## config.mk

```make
export PLATFORM = sky130hd
export DESIGN_NAME = demux_l2
export DESIGN_NICKNAME = d
export VERILOG_FILES = /design/src/rtl/demux_pkg.sv /design/src/rtl/demux_lane_ptr.sv /design/src/rtl/demux_l2.sv
export SDC_FILE = /design/constraint.sdc
export NUM_CORES = 1
export LEC_CHECK = 0
export CAP_MARGIN = 20
export CORE_MARGIN = 5
export CORE_UTILIZATION = 31
export CTS_BUF_LIST = sky130_fd_sc_hd__clkbuf_8
export DETAILED_ROUTE_END_ITERATION = 10
export GPL_TIMING_DRIVEN = 0
export PLACE_DENSITY_LB_ADDON = 0.1
export RECOVER_POWER = 50
export REMOVE_ABC_BUFFERS = 1
export SYNTH_ARGS = -nofsm -noshare
export SYNTH_HDL_FRONTEND = slang
export SYNTH_SLANG_ARGS = --single-unit
export TNS_END_PERCENT = 10
```

## constraint.sdc

```tcl
create_clock -name clk -period 1.8 [get_ports clk]
set_input_delay 0.18 -clock clk [delete_from_list [all_inputs] [get_ports clk]]
set_output_delay 0.18 -clock clk [all_outputs]
set_load 0.03 [all_outputs]
```

## src/rtl/demux_pkg.sv

```systemverilog
// Shared constants and types for the 1:4 byte demultiplexer (demux_l2).
package demux_pkg;

    localparam int unsigned LANES         = 4;
    localparam int unsigned PTR_W         = 2;
    localparam int unsigned DEFAULT_WIDTH = 8;

    typedef logic [PTR_W-1:0] lane_idx_t;

    localparam lane_idx_t LAST_LANE = lane_idx_t'(LANES - 1);

endpackage

```

## src/rtl/demux_lane_ptr.sv

```systemverilog
// Wrapping 2-bit beat counter: advances on each valid beat, strobes on group completion.
// Optional synchronous clear when DEMUX_FLUSH_EN is defined.
module demux_lane_ptr
    import demux_pkg::*;
(
    input  logic      clk,
    input  logic      reset,
    input  logic      en_i,
`ifdef DEMUX_FLUSH_EN
    input  logic      clr_i,
`endif
    output lane_idx_t ptr_o,
    output logic      done_o
);

    lane_idx_t ptr_q;
    lane_idx_t ptr_d;

    always_comb begin
        ptr_d = ptr_q;
        if (en_i) begin
            ptr_d = lane_idx_t'(ptr_q + 1'b1);
        end
`ifdef DEMUX_FLUSH_EN
        // A flush always ends the current group, whether or not a beat came with it.
        if (clr_i) begin
            ptr_d = '0;
        end
`endif
    end

    always_ff @(posedge clk or posedge reset) begin
        if (reset) begin
            ptr_q <= '0;
        end else begin
            ptr_q <= ptr_d;
        end
    end

    assign ptr_o  = ptr_q;
    assign done_o = en_i && (ptr_q == LAST_LANE);

endmodule

```

## src/rtl/demux_l2.sv

```systemverilog
// Two-level 1:4 byte demultiplexer: stages beats round-robin and releases aligned four-lane groups.
// DEMUX_FLUSH_EN adds a flush input that releases a partial group.
module demux_l2
    import demux_pkg::*;
#(
    parameter int unsigned WIDTH = DEFAULT_WIDTH
) (
    input  logic             clk,
    input  logic             reset,
    input  logic             valid_in,
    input  logic [WIDTH-1:0] data_in,
    output logic             valid_out0,
    output logic             valid_out1,
    output logic             valid_out2,
    output logic             valid_out3,
    output logic [WIDTH-1:0] data_out0,
    output logic [WIDTH-1:0] data_out1,
    output logic [WIDTH-1:0] data_out2,
    output logic [WIDTH-1:0] data_out3
`ifdef DEMUX_FLUSH_EN
    ,
    input  logic             flush
`endif
);

    lane_idx_t        ptr;
    logic             done;

    logic [WIDTH-1:0] stage_q [LANES];
    logic [WIDTH-1:0] dout_q  [LANES];
    logic [WIDTH-1:0] dout_d  [LANES];
    logic [LANES-1:0] valid_q;
    logic [LANES-1:0] valid_d;

    demux_lane_ptr u_ptr (
        .clk    (clk),
        .reset  (reset),
        .en_i   (valid_in),
`ifdef DEMUX_FLUSH_EN
        .clr_i  (flush),
`endif
        .ptr_o  (ptr),
        .done_o (done)
    );

    // The lane under the pointer takes the live beat; the others present their staged byte.
    always_comb begin
        valid_d = '0;
        for (int unsigned i = 0; i < LANES; i++) begin
            dout_d[i] = (valid_in && (lane_idx_t'(i) == ptr)) ? data_in : stage_q[i];
        end
        if (done) begin
            valid_d = '1;
        end
`ifdef DEMUX_FLUSH_EN
        else if (flush) begin
            for (int unsigned i = 0; i < LANES; i++) begin
                valid_d[i] = (lane_idx_t'(i) < ptr) || (valid_in && (lane_idx_t'(i) == ptr));
            end
        end
`endif
    end

    always_ff @(posedge clk or posedge reset) begin
        if (reset) begin
            valid_q <= '0;
            for (int unsigned i = 0; i < LANES; i++) begin
                stage_q[i] <= '0;
                dout_q[i]  <= '0;
            end
        end else begin
            valid_q <= valid_d;
            for (int unsigned i = 0; i < LANES; i++) begin
                if (valid_in && (lane_idx_t'(i) == ptr)) begin
                    stage_q[i] <= data_in;
                end
                if (valid_d[i]) begin
                    dout_q[i] <= dout_d[i];
                end
            end
        end
    end

    assign valid_out0 = valid_q[0];
    assign valid_out1 = valid_q[1];
    assign valid_out2 = valid_q[2];
    assign valid_out3 = valid_q[3];
    assign data_out0  = dout_q[0];
    assign data_out1  = dout_q[1];
    assign data_out2  = dout_q[2];
    assign data_out3  = dout_q[3];

endmodule

```

==> results.txt <==
Initial DRT Pass Iterations: 4
skew final: 0.007148 ns
gr ovfl total: 0
Residual DRC: 0
EDFF count, synth: 0
number of global-route vias before repair: 1902
CP Launch Type: flop
post-placement cell count: 343
Slew @ Worst Pin: 1.198 ns
worst endpoint data arrival time: 2.02 ns
FMAX: 553.3 MHz
first-pass GRT wire length: 9970 um
initial core utilization: 0.3120
CP Max Fanout: 9
Worst Reg-to-Reg Cells: 4
CP Data Required Time: 2.01 ns
setup TNS: -0.01528 ns
Final Critical Period: 1.807 ns
root buffer cell: clkbuf_8
P&R area growth vs syn: 28.00%
top-area cell type share of the netlist area: 0.5506
Seq/Total Area, Yosys: 0.5506
leakage: 1.585 nW
synth warn: 0
adder-cell share of the synthesized area: 0.01867
Hold Path Stages: 3
Slew Viols, Final: 0
CTS max path bufs: 2
simple-gate share of the synthesized area: 0.04480
Final WS setup: -0.007277 ns
Slew HR: 0.2002
largest net degree at the start of global routing: 31
mux contribution to synthesized area: 0.2240
Core ar.: 8593 um2
Wirelength per Cell: 17.31 um
Worst-path clk slew: 0.07 ns
row cnt: 34
Worst Setup End Kind: flop
Critical Setup Path Class: reg -> reg
Mapped Cells: 202
CTS H-tree lvls: 3
layout cell share with drive strength beyond 1: 0.1952
area leader, netlist: dfrtp_1
CTS Buf Count: 9
Synth Area in XOR/XNOR: 0.003266
footprint of the multi-input gates: 1090 um2
Distinct cells, synth: 18
Chip Width: 103 um
routability congestion estimate from global placement: 0.6655
fill count: 850
Clk Latency, worst-skew pair: 0.33 ns
Post-DRT Antenna Nets: 0
Initial DRC Count: 96
WL final: 6214 um
final cell count without fillers: 359
Post-Syn Area: 2681 um2
register area: 1476 um2
CTS sink count: 59
Tot Pwr: 7.026 mW
failing checks: negative setup slack
number of synthesized register bits: 59
initial antenna violation count: 0
largest family of logic cells by synthesized area: multiplexers
I/O Buffers: 46
max-cap viol count: 0
post-synthesis compound-gate area fraction: 0.1139
Finished Core Util: 0.3994
Pwr Density: 2047 nW/um2
Die ar.: 10610 um2
Vias: 1716
Hold Path Class: in -> reg
Final Setup Violations: 5
dpl hpwl: 3817 um
TritonCTS clock tree: yes
count leader, synth: dfrtp_1
Async SR Flop Fraction: 1.000
prevailing post-synth register cell: dfrtp_1
most frequent cells after synthesis: dfrtp_1 (59), a21oi_1 (48), mux2_4 (24), mux2i_1 (24)
number of vias per cell: 4.780
Global Route Usage Sum: 0.1248
Die Height: 103 um
nets@finish: 261
status: finished, violations left
# diodes: 0
# IOs: 47
top cells by area, synth: dfrtp_1 (55%), mux2_4 (13%), a21oi_1 (9.0%)
Avg Cell Area, Syn: 13.27 um2
Hold Fails Final Rpt: 0
Worst VDD drop: 891.7 uV
RSZ-0062 raised after global routing: yes
period utilisation layout: 1.004
## per-stage QoR
stage | area (um2) | setup WS, ns | hold slack [ns]
after floorplan | 2576 | 0.05728 | 0.2671
after global placement | 3172 | -1.710 | 0.4602
after detailed placement | 3242 | -0.2306 | 0.4688
after CTS | 3441 | -0.05743 | 0.2855
after global routing | 3432 | -0.1082 | 0.4190
final | 3432 | -0.007277 | 0.3880
## layout by cell type (no fill, tap or decap), types with 3 or more instances in the layout
cell type | netlist | final
dfrtp_1 | 59 | 59
a21oi_1 | 48 | 48
clkdlybuf4s50_1 | 0 | 44
mux2_4 | 24 | 24
mux2i_1 | 24 | 24
clkbuf_8 | 0 | 13
and3_1 | 8 | 8
a21o_1 | 8 | 8
inv_1 | 3 | 5
nand2_8 | 3 | 3
## where the power goes
part / switching [mW] / internal (mW)
clock network: 0.513 / 0.639
logic: 1.84 / 1.68
registers: 0.365 / 1.99
## critical path: stages (launching register included)
cell	delay [ns]
dfrtp_1	0.42
inv_1	0.10
ha_1	0.65
nand2_8	0.18
mux2_4	0.34
## flip-flops by register name, indices dropped and copies added (netlist names)
register / count
stage_q: 24
data_out2: 8
data_out3: 8
data_out1: 8
data_out0: 8
valid_q: 1
u_ptr.ptr_o: 2
## per-layer routing
layer / vias to the layer above / track usage / part of all wire
met5: - / 0 / 0
met4: 0 / 0.03287 / 0.010
met3: 8 / 0.03451 / 0.044
met2: 34 / 0.2008 / 0.47
met1: 865 / 0.1660 / 0.47
li1: 809 / - / -
## cell type report
| class | count | share of cell area |
|---|---|---|
| sequential | 59 | 0.4302 |
| timing repair buffer | 49 | 0.1520 |
| multi-input combinational | 123 | 0.3175 |
| tap | 108 | 0.03937 |
| clock buffer | 13 | 0.05213 |
| clock inverter | 3 | 0.003646 |
| inverter | 4 | 0.005104 |
## repair_timing
item                                   CTS  global route
endpoints found under the hold margin    0             0
setup buffers                            0             0
pin swaps                                0             0
hold buffers                             0             0
gates resized for setup                  3             0
setup endpoints to repair               49            17
## worst paths after layout
check / start / end / slack (ns)
setup / recovery: u_ptr.ptr_o[0]$_DFFE_PP0P_ / stage_q[14]$_DFF_PP0_ / -0.007
hold / removal: valid_in / data_out2[2]$_DFFE_PP0P_ / 0.39
setup reg to reg: u_ptr.ptr_o[0]$_DFFE_PP0P_ / stage_q[14]$_DFF_PP0_ / -0.007
hold reg to reg: data_out3[1]$_DFFE_PP0P_ / data_out3[1]$_DFFE_PP0P_ / 0.48
max in group asynchronous: reset / stage_q[10]$_DFF_PP0_ / 0.31
min in group asynchronous: reset / data_out3[5]$_DFFE_PP0P_ / 0.61
## logic make-up (layout without fill, tap and decap cells)
logic type,count (synthesis),in the layout
flip-flops,59,59
AND/OR/NAND/NOR,13,13
AO/OA/AOI/OAI,57,57
XOR/XNOR,1,1
buffers and inverters,20,69
multiplexers,48,48
adder cells (fa/ha/maj),4,4
No activity file was read; power rests on OpenSTA's default activity.
